[config.mk]
export PLATFORM = sky130hd
export DESIGN_NAME = toggle_register_flat
export DESIGN_NICKNAME = d
export VERILOG_FILES = /design/src/rtl/toggle_register_if.sv /design/src/rtl/toggle_register.sv /design/src/flat_wrapper.sv
export SDC_FILE = /design/constraint.sdc
export NUM_CORES = 1
export LEC_CHECK = 0
export BUFFER_PORTS_ARGS = -buffer_cell sky130_fd_sc_hd__buf_2
export CAP_MARGIN = 20
export CORE_MARGIN = 3
export CORE_UTILIZATION = 49
export DETAILED_ROUTE_END_ITERATION = 8
export GPL_TIMING_DRIVEN = 0
export PLACE_DENSITY = 0.82
export SKIP_LAST_GASP = 1
export SLEW_MARGIN = 20
export SYNTH_ARGS = -nofsm -noshare
export SYNTH_HDL_FRONTEND = slang
export SYNTH_SLANG_ARGS = --single-unit
export TNS_END_PERCENT = 100
[constraint.sdc]
create_clock -name clk -period 4.93 [get_ports clk]
set_input_delay 0.2465 -clock clk [delete_from_list [all_inputs] [get_ports clk]]
set_output_delay 0.2465 -clock clk [all_outputs]
set_load 0.005 [all_outputs]
[src/rtl/toggle_register_if.sv]
//------------------------------------------------------------------------------
// Module   : toggle_register_if
// Purpose  : Control/status bundle for toggle_register.
//            master : drives en, mode, t_mask, load_val; observes q, wrap,
//                     changed, tc
//            slave  : the register itself
// Revision : 1.0  initial release
//------------------------------------------------------------------------------
`default_nettype none

interface toggle_register_if #(
    parameter int WIDTH = 8
);
    logic             en;
    logic [2:0]       mode;
    logic [WIDTH-1:0] t_mask;
    logic [WIDTH-1:0] load_val;
    logic [WIDTH-1:0] q;
    logic             wrap;
    logic             changed;
    logic             tc;

    modport master (
        output en, mode, t_mask, load_val,
        input  q, wrap, changed, tc
    );

    modport slave (
        input  en, mode, t_mask, load_val,
        output q, wrap, changed, tc
    );
endinterface

`default_nettype wire

[src/rtl/toggle_register.sv]
//------------------------------------------------------------------------------
// Module   : toggle_register
// Purpose  : WIDTH-bit multi-mode register built from per-bit toggle cells.
//            Modes: hold, masked toggle, masked set, masked clear, load,
//            binary up, binary down, Gray-code up. Registered wrap/changed
//            pulses, combinational terminal-count flag.
// Ports    : clk    - rising-edge clock
//            reset  - asynchronous, active-high
//            bus    - toggle_register_if.slave (en, mode, t_mask, load_val
//                     in; q, wrap, changed, tc out). Interface WIDTH must
//                     match this module's WIDTH.
// Revision : 1.0  initial release
//------------------------------------------------------------------------------
`default_nettype none

module toggle_register #(
    parameter int               WIDTH       = 8,
    parameter logic [WIDTH-1:0] RESET_VALUE = '0,
    parameter bit               SATURATE    = 1'b0
) (
    input  wire logic         clk,
    input  wire logic         reset,
    toggle_register_if.slave  bus
);

    localparam logic [2:0] c_MODE_HOLD   = 3'b000;
    localparam logic [2:0] c_MODE_TOGGLE = 3'b001;
    localparam logic [2:0] c_MODE_SET    = 3'b010;
    localparam logic [2:0] c_MODE_CLEAR  = 3'b011;
    localparam logic [2:0] c_MODE_LOAD   = 3'b100;
    localparam logic [2:0] c_MODE_UP     = 3'b101;
    localparam logic [2:0] c_MODE_DOWN   = 3'b110;
    localparam logic [2:0] c_MODE_GRAY   = 3'b111;

    localparam logic [WIDTH-1:0] c_ALL_ONES = {WIDTH{1'b1}};
    localparam logic [WIDTH-1:0] c_ZERO     = '0;
    localparam logic [WIDTH-1:0] c_ONE      = WIDTH'(1);

    logic [WIDTH-1:0] r_q;
    logic             r_wrap;
    logic             r_changed;

    logic [WIDTH-1:0] w_bin;        // q decoded from Gray to binary
    logic [WIDTH-1:0] w_bin_inc;
    logic [WIDTH-1:0] w_gray_next;
    logic [WIDTH-1:0] w_next;
    logic [WIDTH-1:0] w_toggle;     // bits whose cell must flip this edge
    logic             w_at_limit;   // a count is attempted at its limit
    logic             w_tc;

    // Gray-to-binary: each binary bit is the XOR of all Gray bits at or
    // above it.
    genvar gi;
    generate
        for (gi = 0; gi < WIDTH; gi++) begin : g_bin
            assign w_bin[gi] = ^r_q[WIDTH-1:gi];
        end
    endgenerate

    assign w_bin_inc   = w_bin + c_ONE;
    assign w_gray_next = w_bin_inc ^ (w_bin_inc >> 1);

    always_comb begin
        w_next     = r_q;
        w_at_limit = 1'b0;
        if (bus.en) begin
            case (bus.mode)
                c_MODE_HOLD:   w_next = r_q;
                c_MODE_TOGGLE: w_next = r_q ^ bus.t_mask;
                c_MODE_SET:    w_next = r_q | bus.t_mask;
                c_MODE_CLEAR:  w_next = r_q & ~bus.t_mask;
                c_MODE_LOAD:   w_next = bus.load_val;
                c_MODE_UP: begin
                    w_at_limit = (r_q == c_ALL_ONES);
                    w_next     = (w_at_limit && SATURATE) ? r_q : r_q + c_ONE;
                end
                c_MODE_DOWN: begin
                    w_at_limit = (r_q == c_ZERO);
                    w_next     = (w_at_limit && SATURATE) ? r_q : r_q - c_ONE;
                end
                c_MODE_GRAY: begin
                    // bin all-ones + 1 rolls over to 0, whose Gray code is 0
                    w_at_limit = (w_bin == c_ALL_ONES);
                    w_next     = (w_at_limit && SATURATE) ? r_q : w_gray_next;
                end
                default:       w_next = r_q;
            endcase
        end
    end

    // Every mode reduces to a per-bit toggle enable, so each bit is a T-FF.
    assign w_toggle = w_next ^ r_q;

    generate
        for (gi = 0; gi < WIDTH; gi++) begin : g_cell
            always_ff @(posedge clk or posedge reset) begin
                if (reset) begin
                    r_q[gi] <= RESET_VALUE[gi];
                end else if (w_toggle[gi]) begin
                    r_q[gi] <= ~r_q[gi];
                end
            end
        end
    endgenerate

    always_ff @(posedge clk or posedge reset) begin
        if (reset) begin
            r_wrap    <= 1'b0;
            r_changed <= 1'b0;
        end else begin
            r_wrap    <= w_at_limit;
            r_changed <= |w_toggle;
        end
    end

    always_comb begin
        w_tc = 1'b0;
        case (bus.mode)
            c_MODE_UP:   w_tc = (r_q == c_ALL_ONES);
            c_MODE_DOWN: w_tc = (r_q == c_ZERO);
            c_MODE_GRAY: w_tc = (w_bin == c_ALL_ONES);
            default:     w_tc = 1'b0;
        endcase
    end

    assign bus.q       = r_q;
    assign bus.wrap    = r_wrap;
    assign bus.changed = r_changed;
    assign bus.tc      = w_tc;

endmodule

`default_nettype wire

[src/flat_wrapper.sv]
// flat-port wrapper written by rule: the top's interface ports become plain ports
module toggle_register_flat 
#(
    parameter int               WIDTH       = 8,
    parameter logic [WIDTH-1:0] RESET_VALUE = '0,
    parameter bit               SATURATE    = 1'b0
)
  (clk, reset, bus_en, bus_mode, bus_t_mask, bus_load_val, bus_q, bus_wrap, bus_changed, bus_tc);
  toggle_register_if #(.WIDTH(WIDTH)) bus_i ();
  input  wire logic clk;
  input  wire logic reset;
  input wire logic [$bits(bus_i.en)-1:0] bus_en;
  input wire logic [$bits(bus_i.mode)-1:0] bus_mode;
  input wire logic [$bits(bus_i.t_mask)-1:0] bus_t_mask;
  input wire logic [$bits(bus_i.load_val)-1:0] bus_load_val;
  output wire logic [$bits(bus_i.q)-1:0] bus_q;
  output wire logic [$bits(bus_i.wrap)-1:0] bus_wrap;
  output wire logic [$bits(bus_i.changed)-1:0] bus_changed;
  output wire logic [$bits(bus_i.tc)-1:0] bus_tc;
  assign bus_i.en = bus_en;
  assign bus_i.mode = bus_mode;
  assign bus_i.t_mask = bus_t_mask;
  assign bus_i.load_val = bus_load_val;
  assign bus_q = bus_i.q;
  assign bus_wrap = bus_i.wrap;
  assign bus_changed = bus_i.changed;
  assign bus_tc = bus_i.tc;
  toggle_register #(.WIDTH(WIDTH), .RESET_VALUE(RESET_VALUE), .SATURATE(SATURATE)) u_core (.clk(clk), .reset(reset), .bus(bus_i));
endmodule
==> flow_summary_export.csv, run 1 <==
group,metric,value,unit
sta,setup_violations,0,
cells_and_area,multi_input_area,1530,um2
global_route,overflow,0,
floorplanning,die_height,68.8,um
flow_run,cap_violations,0,
synthesis,synth_commonest_cells,"ha_1 (22), a21oi_1 (21), inv_1 (19), nand2_1 (16), clkbuf_1 (14)",
sta,worst_slack,0.828,ns
synthesis,synthFlopType,"dfrtp_1",
worst_setup_path,critPathLaunch,"u_core.bus.q[4]$_DFFE_PP0P_",
power_and_ir_drop,power_density,639,nW/um2
placement,gp_congestion,0.970,
cells_and_area,seq_area,250,um2
worst_setup_path,crit_path_end_kind,"register",
synthesis,seq_area_frac_synth,13.0,%
detailed_routing,dr_total_vias,2078,
sta,tightestPinTransition,0.945,ns
worst_setup_path,worstPathRequired,5.03,ns
worst_setup_path,reg2reg_slack,0.83,ns
clocking,clk_pin_slew,0.05,ns
worst_setup_path,r2r-end,"u_core.bus.changed$_DFF_PP0_",
clocking,clk_latency,0.24,ns
synthesis,synth_most_common_cell,"ha_1",
cells_and_area,area_growth,13.3,%
floorplanning,rows,22,
synthesis,synth_cells,247,
synthesis,synth-edff-count,0,
power_and_ir_drop,leakage,1.01,nW
synthesis,syn-num-nets,291,
synthesis,yosysTopAreaCell,"ha_1",
clocking,cts_resized,0,
cells_and_area,design_area,2190,um2
clocking,clockBufferDepth,2,
power_and_ir_drop,ir_worst_vdd,0.000564,V
detailed_routing,final_antenna_net_count,0,
global_route,grt_usage,25.4,%
status,status,"finished clean",
detailed_routing,initialDrtViolationCount,260,
synthesis,yosysUniqueCellTypes,55,
detailed_routing,drc_errors,0,
detailed_routing,wl,5.72,mm
placement,io_buffers,31,
worst_setup_path,start_kind,"register",
clocking,cts_inserted_buffers,3,
sta,slew_viol_final,0,
clocking,htreeDepth,1,
clocking,clock_sinks,10,
global_route,antenna_found_initial,0,
placement,hpwl,4.44,mm
sta,skew,0.00581,ns
global_route,grt_pass1_wl,9.06,mm
sta,finalSetupTns,0,ns
floorplanning,num_io_pins,33,
global_route,grt_max_degree,11,
clocking,cts_setup_buffers,0,
synthesis,synth_top_cell_area_share,14.3,%
worst_setup_path,worst-r2r-cell-count,13,
worst_setup_path,cp-endpoint,"u_core.bus.changed$_DFF_PP0_",
sta,clock.fmax,244,MHz
sta,max_slew_margin,36.4,%
sta,grt_setup_unrepaired,"no",
placement,place_worst_setup_slack,0.883,ns
synthesis,async_flop_share,100,%
floorplanning,start_util,52.0,%
clocking,cts-hold-fix-buffers,0,
sta,hold_slack,0.00323,ns
worst_setup_path,r2r-start,"u_core.bus.q[4]$_DFFE_PP0P_",
placement,dpl_cell_area,2150,um2
cells_and_area,num-fill-cells,350,
synthesis,synth_area,1930,um2
cells_and_area,drive_gt1_share,17.4,%
detailed_routing,vias_per_cell,6.32,
synthesis,postSynthAreaPerCell,7.82,um2
synthesis,ys_ff_latch,10,
worst_setup_path,path_class,"reg2reg",
clocking,cts_root_buf,"clkbuf_8",
power_and_ir_drop,total_power,0.00140,W
clocking,cts_tree,"yes",
worst_setup_path,arrival,4.20,ns
floorplanning,core_area,3720,um2
cells_and_area,finalNetCount,327,
floorplanning,dieArea,4730,um2
synthesis,yosys_warnings,0,
sta,post-route-min-period,4.10,ns
floorplanning,die_w,68.8,um
synthesis,synth_top_cells_by_area,"ha_1 (14%), dfrtp_1 (13%), a21oi_1 (5.4%)",
global_route,grt_pass1_vias,1946,
worst_setup_path,crit_fanout,10,
cells_and_area,n_antenna_cell,0,
sta,post-route-period-util,83.2,%
detailed_routing,firstDrtPassIters,5,
sta,final-hold-violation-count,0,
detailed_routing,routedWlPerCell,17.4,um
worst_hold_path,hp-class,"in2async",
[logic make-up (layout without fill, tap and decap cells)]
| kind of cell | count (synthesis) | after routing | share of synthesized area, % |
|---|---|---|---|
| muxes | 9 | 9 | 5.12 |
| and+or+nand+nor | 77 | 77 | 23.4 |
| adders and majority gates | 22 | 22 | 14.3 |
| DFF | 10 | 10 | 13.0 |
| buffers and inverters | 36 | 70 | 7.65 |
| AOI/OAI and AO/OA | 74 | 74 | 25.8 |
| xor gates and xnor gates | 19 | 19 | 10.8 |
[power by group]
part / leakage [nW] / total, W / switching, W / internal (W)
Clock: 0.0216 / 0.0000904 / 0.0000365 / 0.0000539
Combinational: 0.868 / 0.00117 / 0.000639 / 0.000533
Sequential: 0.121 / 0.000136 / 0.0000279 / 0.000109
Total: 1.01 / 0.00140 / 0.000703 / 0.000695
[sequential cells by signal, indices dropped and copies added (netlist names)]
register,count
u_core.bus.changed,1
u_core.bus.q,8
u_core.bus.wrap,1
[worst min-delay path by stage]
stage	start	cells after the start	end
after global routing	reset	2	u_core.bus.wrap$_DFF_PP0_
after global placement	reset	2	u_core.bus.q[5]$_DFFE_PP0P_
after floorplan	reset	1	u_core.bus.changed$_DFF_PP0_
after CTS	reset	2	u_core.bus.q[5]$_DFFE_PP0P_
after detailed placement	reset	2	u_core.bus.q[5]$_DFFE_PP0P_
final	reset	2	u_core.bus.wrap$_DFF_PP0_
[cell usage in the layout, fill, tap and decap left out, types with 6 or more instances in the layout]
| master | n |
|---|---|
| a21oi_1 | 21 |
| buf_2 | 32 |
| clkbuf_1 | 14 |
| dfrtp_1 | 10 |
| ha_1 | 22 |
| inv_1 | 19 |
| mux2_2 | 7 |
| nand2_1 | 16 |
| nand3_1 | 11 |
| nor2_1 | 9 |
| nor3_1 | 6 |
| o21ai_0 | 12 |
| xnor2_1 | 11 |
[cell type report]
cell class / count / share of cell area (%)
Buffer: 17 / 3.49
Clock buffer: 3 / 1.89
Inverter: 19 / 3.26
Multi-Input combinational cell: 201 / 70.1
Sequential cell: 10 / 11.4
Tap cell: 48 / 2.75
Timing Repair Buffer: 31 / 7.09
[layer usage]
metal	share of wire [%]	GRT usage, %
met2	46	41.2
met1	41	33.7
met4	1.6	11.2
met3	11	3.08
met5	0	0
[through the flow]
step           utilization (%)  std cells
2_1_floorplan                -        247
3_3_place_gp              57.7        326
3_5_place_dp              57.7        326
4_1_cts                   58.9        329
5_1_grt                   58.9        329
6_report                  58.9        329
[critical path, cell delays in order, from the launching register on]
cell and delay, ns:
dfrtp_1 0.36, clkbuf_1 0.41, inv_1 0.27, ha_1 0.42, xnor3_1 0.49, xnor2_1 0.17, ha_1 0.25, nor4b_4 0.25
mux2i_1 0.17, or4_4 0.46, and4_4 0.20, nor4_2 0.13, a41oi_1 0.13, nand2b_1 0.23
Power figures use the tool's default switching activity.
==> inputs of run 2 (changes only) <==
PLACE_DENSITY = 0.85   (was 0.82)
clock period = 3.7 ns   (was 4.93 ns; I/O delays follow)
==> run 2 against run 1 <==
Effect of this change:
- count of clock-buffer cells in the layout is the same
- worst hold slack gained 0.24 ns
- sequential power grew 47%
- combinational power grew 55%
- largest power group unchanged
- non-clock buffer count grew 7
- wire length grew 2.6%
- utilization grew 3.3 points
- clock skew shrank 0.0039 ns
- global-route usage shrank 0.48 points
- via count grew 6.1%
- cell count grew 2.1%
==> flow_summary_export.csv, run 2 (synthesized netlist as in run 1, its figures left out) <==
group,metric,value,unit
clocking,cts_tree,"yes",
worst_setup_path,crit_path_end_kind,"register",
placement,hpwl,4.39,mm
placement,place_worst_setup_slack,-0.278,ns
sta,grt_setup_unrepaired,"no",
power_and_ir_drop,power_density,921,nW/um2
cells_and_area,drive_gt1_share,24.3,%
global_route,antenna_found_initial,0,
sta,clock.fmax,286,MHz
sta,hold_slack,0.245,ns
sta,max_slew_margin,31.9,%
global_route,grt_pass1_vias,1810,
cells_and_area,n_antenna_cell,0,
worst_setup_path,reg2reg_slack,0.21,ns
status,status,"finished clean",
detailed_routing,wl,5.87,mm
clocking,htreeDepth,1,
clocking,clk_pin_slew,0.05,ns
sta,slew_viol_final,0,
detailed_routing,final_antenna_net_count,0,
floorplanning,core_area,3720,um2
worst_hold_path,min_to,"u_core.bus.wrap$_DFF_PP0_",
global_route,grt_usage,24.9,%
cells_and_area,layout_commonest_cell,"buf_2",
flow_run,cap_violations,0,
sta,final-hold-violation-count,0,
detailed_routing,dr_total_vias,2205,
worst_setup_path,arrival,3.61,ns
worst_hold_path,whs_path_depth,2,
floorplanning,die_w,68.8,um
clocking,clockBufferDepth,2,
clocking,clock_sinks,10,
detailed_routing,vias_per_cell,6.56,
worst_setup_path,crit_fanout,9,
floorplanning,dieArea,4730,um2
cells_and_area,area_growth,19.6,%
cells_and_area,finalNetCount,334,
clocking,cts_inserted_buffers,3,
cells_and_area,layout_common_cells,"buf_2 (32), a21oi_1 (21), ha_1 (19), inv_1 (18), nand2_1 (16)",
worst_setup_path,start_kind,"register",
worst_setup_path,worstPathRequired,3.81,ns
worst_hold_path,hp-class,"in2reg",
sta,tightestPinTransition,1.01,ns
worst_setup_path,r2r-end,"u_core.bus.changed$_DFF_PP0_",
cells_and_area,design_area,2310,um2
worst_setup_path,worstPathCellList,"buf_6 -> inv_1 -> ha_1 -> xnor3_2 -> xnor2_1 -> ha_2 -> nor4b_4 -> mux2i_2 -> or4_4 -> and4_4 -> nor4_2 -> a41oi_1 -> nand2b_1",
clocking,cts_root_buf,"clkbuf_8",
floorplanning,num_io_pins,33,
worst_setup_path,r2r-start,"u_core.bus.q[6]$_DFFE_PP0P_",
detailed_routing,drc_errors,0,
placement,dpl_cell_area,2150,um2
global_route,overflow,0,
sta,setup_violations,0,
worst_setup_path,path_class,"reg2reg",
sta,post-route-period-util,94.4,%
placement,io_buffers,31,
clocking,clk_latency,0.24,ns
sta,worst_slack,0.205,ns
sta,post-route-min-period,3.49,ns
detailed_routing,firstDrtPassIters,7,
worst_setup_path,worst-r2r-cell-count,13,
placement,gp_congestion,0.972,
worst_setup_path,crit_slowest_cell,"or4_4",
floorplanning,die_height,68.8,um
power_and_ir_drop,leakage,1.05,nW
worst_setup_path,cpPeakStageDelay,0.44,ns
sta,skew,0.00187,ns
detailed_routing,routedWlPerCell,17.5,um
global_route,grt_pass1_wl,8.94,mm
cells_and_area,fin_util,62.2,%
floorplanning,start_util,52.0,%
global_route,grt_max_degree,13,
worst_hold_path,min_from,"bus_en",
floorplanning,rows,22,
detailed_routing,initialDrtViolationCount,310,
cells_and_area,largest_reg_flops,8,
power_and_ir_drop,ir_worst_vdd,0.000596,V
[run 2: cell types whose count changed in the layout (fill, tap and decap cells not counted), sizes merged]
cell,before,now
buf,34,44
dlygate4sd3,0,1
inv,19,18
clkinvlp,0,1
clkbuf,17,13
[run 2: how the worst max path moves through the flow]
stage	to	slack (ns)	cells after the start	from
after floorplan	u_core.bus.changed$_DFF_PP0_	0.20	13	u_core.bus.q[4]$_DFFE_PP0P_
after global placement	u_core.bus.changed$_DFF_PP0_	-0.20	13	u_core.bus.q[2]$_DFFE_PP0P_
after detailed placement	u_core.bus.changed$_DFF_PP0_	-0.28	13	u_core.bus.q[4]$_DFFE_PP0P_
after CTS	u_core.bus.changed$_DFF_PP0_	0.009	13	u_core.bus.q[2]$_DFFE_PP0P_
after global routing	u_core.bus.changed$_DFF_PP0_	0.003	13	u_core.bus.q[6]$_DFFE_PP0P_
final	u_core.bus.changed$_DFF_PP0_	0.21	13	u_core.bus.q[6]$_DFFE_PP0P_
[run 2: timing repair]
action / in CTS / in global routing
endpoints found under the hold margin: 10 / 0
setup buffers: 0 / 9
gates resized for setup: 6 / 10
pin swaps: 0 / 2
hold buffers: 1 / 0
setup endpoints to repair: 1 / 1
[run 2: through the flow]
step                      power (W)  setup TNS (ns)  instances
after CTS                   0.00192               0        327
final                       0.00213               0        336
after floorplan             0.00142               0        247
after global placement      0.00170          -0.202        326
after detailed placement    0.00175          -0.278        326
after global routing        0.00230               0        336
[run 2: report_power, final]
| group | internal (W) | total (W) | leakage [nW] | switching [W] |
|---|---|---|---|---|
| clock | 0.0000718 | 0.000121 | 0.0216 | 0.0000489 |
| combinational | 0.000883 | 0.00181 | 0.915 | 0.000922 |
| sequential | 0.000147 | 0.000200 | 0.117 | 0.0000529 |
| total | 0.00110 | 0.00213 | 1.05 | 0.00102 |
[run 2: layout make-up]
type,count,area (um2)
Buffer,14,72.6
Clock buffer,3,41.3
Fill cell,290,1410
Inverter,19,75.1
Multi-Input combinational cell,201,1570
Sequential cell,10,255
Tap cell,48,60.1
Timing Repair Buffer,41,233
[run 2: worst max-delay path: cells and delay by family (launching register included)]
family	cells	cell delay, ns
AND/OR/NAND/NOR	5	1.22
XOR/XNOR	2	0.60
adder cells (fa/ha/maj)	2	0.64
AO/OA/AOI/OAI	1	0.14
multiplexers	1	0.13
flip-flops	1	0.38
buffers and inverters	2	0.23
[run 2: metal layers]
layer | global-route usage (%) | vias to the layer above | routed length (um)
met1 | 33.0 | 1014 | 2370
met4 | 4.87 | 0 | 191
met5 | 0 | - | 0
li1 | - | 1003 | -
met2 | 44.5 | 158 | 2730
met3 | 1.78 | 30 | 580
==> inputs of run 3 (changes only) <==
CORE_ASPECT_RATIO = 1.4   (was unset)
MAX_ROUTING_LAYER = met4   (was unset)
==> run 3 against run 2 <==
Effect of this change:
- fmax decreased by 1.7%
- global-route usage grew 0.75 points
- sequential share of layout area about the same
- clock power is essentially flat
- combinational power barely moved
- via count fell by 2.3%
- die area grew 0.22%
- critical path depth stayed put
- sequential power about the same
- clock skew increased by 0.0052 ns
- count of clock-buffer cells in the layout unchanged
- sequential cell count is the same
- critical endpoint unchanged
- highest routed layer unchanged
==> flow_summary_export.csv, run 3 (synthesized netlist as in run 1, its figures left out) <==
group,metric,value,unit
detailed_routing,final_antenna_net_count,0,
floorplanning,start_util,52.1,%
sta,post-route-period-util,96.0,%
detailed_routing,firstDrtPassIters,5,
floorplanning,rows,26,
detailed_routing,vias_per_cell,6.53,
cells_and_area,n_antenna_cell,0,
clocking,htreeDepth,1,
flow_run,cap_violations,0,
sta,worst_slack,0.147,ns
clocking,cts_root_buf,"clkbuf_8",
placement,hpwl,4.45,mm
sta,setup_violations,0,
cells_and_area,design_area,2300,um2
worst_setup_path,worstPathCellList,"buf_6 -> clkinvlp_4 -> ha_4 -> xnor3_2 -> xnor2_2 -> ha_2 -> nor4b_4 -> mux2i_2 -> o211ai_1 -> and4_4 -> nor4_2 -> a41oi_1 -> nand2b_1",
sta,final-hold-violation-count,0,
floorplanning,dieArea,4740,um2
sta,tightestPinTransition,0.999,ns
worst_setup_path,path_class,"reg2reg",
detailed_routing,dr_total_vias,2154,
power_and_ir_drop,leakage,1.06,nW
global_route,grt_max_degree,13,
worst_setup_path,worstPathRequired,3.81,ns
cells_and_area,largest_reg_flops,8,
global_route,overflow,0,
worst_setup_path,cpPeakStageDelay,0.46,ns
cells_and_area,finalNetCount,334,
detailed_routing,initialDrtViolationCount,135,
clocking,cts_tree,"yes",
global_route,grt_pass1_vias,1920,
cells_and_area,layout_common_cells,"buf_2 (32), a21oi_1 (20), ha_1 (20), inv_1 (18), nand2_1 (16)",
detailed_routing,drc_errors,0,
power_and_ir_drop,power_switching,0.00106,W
power_and_ir_drop,swShare,49.1,%
floorplanning,core_area,3710,um2
floorplanning,die_height,80.3,um
power_and_ir_drop,pwr-share-comb,85.0,%
worst_hold_path,hp-class,"in2reg",
power_and_ir_drop,power_density,935,nW/um2
placement,gp_congestion,1.02,
floorplanning,die_w,59.1,um
cells_and_area,layout_commonest_cell,"buf_2",
clocking,clockBufferDepth,2,
placement,io_buffers,31,
sta,skew,0.00711,ns
clocking,clk_pin_slew,0.05,ns
cells_and_area,drive_gt1_share,24.3,%
power_and_ir_drop,sequentialPowerShare,9.4,%
global_route,grt_pass1_wl,9.13,mm
clocking,clk_latency,0.25,ns
sta,slew_viol_final,0,
floorplanning,num_io_pins,33,
global_route,grt_usage,25.7,%
detailed_routing,wl,5.91,mm
clocking,cts_inserted_buffers,3,
detailed_routing,routedWlPerCell,17.9,um
sta,clock.fmax,281,MHz
worst_setup_path,crit_path_end_kind,"register",
sta,max_slew_margin,32.9,%
worst_setup_path,crit_slowest_cell,"xnor3_2",
worst_setup_path,start_kind,"register",
global_route,antenna_found_initial,0,
sta,post-route-min-period,3.55,ns
worst_setup_path,arrival,3.67,ns
clocking,clock_sinks,10,
power_and_ir_drop,p_int,0.00109,W
cells_and_area,area_growth,19.1,%
placement,place_worst_setup_slack,-0.223,ns
power_and_ir_drop,power_frac_clock,5.6,%
power_and_ir_drop,ir_worst_vdd,0.00110,V
worst_setup_path,crit_fanout,10,
status,status,"finished clean",
placement,dpl_cell_area,2140,um2
[run 3: routing by layer]
metal / GRT usage [%] / share of wire (%)
met1: 31.2 / 38
met2: 41.2 / 48
met3: 2.41 / 8.6
met4: 14.1 / 5.1
met5: - / 0
[run 3: timing repair]
| item | CTS | global route |
|---|---|---|
| gates cloned | 0 | 0 |
| hold buffers | 1 | 0 |
| setup endpoints to repair | 1 | 1 |
| setup buffers | 0 | 9 |
| pin swaps | 0 | 2 |
| gates resized for setup | 4 | 12 |
| hold endpoints to repair | 10 | 0 |
[run 3: final timing paths]
path / depth (start not counted) / slack [ns] / from / end
worst max-delay path: 13 / 0.15 / u_core.bus.q[2]$_DFFE_PP0P_ / u_core.bus.changed$_DFF_PP0_
worst min-delay path: 2 / 0.24 / bus_en / u_core.bus.wrap$_DFF_PP0_
worst max register to register: 13 / 0.15 / u_core.bus.q[2]$_DFFE_PP0P_ / u_core.bus.changed$_DFF_PP0_
worst min register to register: 2 / 0.68 / u_core.bus.q[6]$_DFFE_PP0P_ / u_core.bus.q[6]$_DFFE_PP0P_
max in group asynchronous: 3 / 2.90 / reset / u_core.bus.q[3]$_DFFE_PP0P_
min in group asynchronous: 3 / 0.47 / reset / u_core.bus.wrap$_DFF_PP0_
[run 3: final cells by class]
class	count	area (um2)
Timing Repair Buffer	41	233
Tap cell	42	52.6
Multi-Input combinational cell	201	1570
Buffer	14	72.6
Fill cell	321	1410
Inverter	19	75.1
Clock buffer	3	41.3
Sequential cell	10	254
[run 3: through the flow]
| stage | hold WS [ns] | util [%] | setup TNS, ns | total power [W] | cells |
|---|---|---|---|---|---|
| global route | 0.237 | 62.0 | -0.0280 | 0.00232 | 330 |
| CTS | 0.232 | 58.9 | 0 | 0.00188 | 321 |
| detailed placement | 0.201 | 57.7 | -0.223 | 0.00174 | 320 |
| finish | 0.240 | 62.0 | 0 | 0.00215 | 330 |
| global placement | 0.198 | 57.7 | -0.253 | 0.00172 | 320 |
| floorplan | 0.0252 | - | 0 | 0.00142 | 247 |
[run 3: critical path: cells and delay by family (launching register included)]
kind                       cells  cell delay, ns
and+or+nand+nor                4            0.83
xor gates and xnor gates       2            0.60
adders and majority gates      2            0.58
DFF                            1            0.40
muxes                          1            0.34
buffers and inverters          2            0.33
AOI/OAI and AO/OA              2            0.32
[run 3: power groups by stage]
stage	Combinational, W	Clock [W]	Sequential [W]
finish	0.00183	0.000121	0.000203
global route	0.00199	0.000123	0.000208
CTS	0.00154	0.000120	0.000214
detailed placement	0.00156	0	0.000186
global placement	0.00153	0	0.000182
floorplan	0.00124	0	0.000182
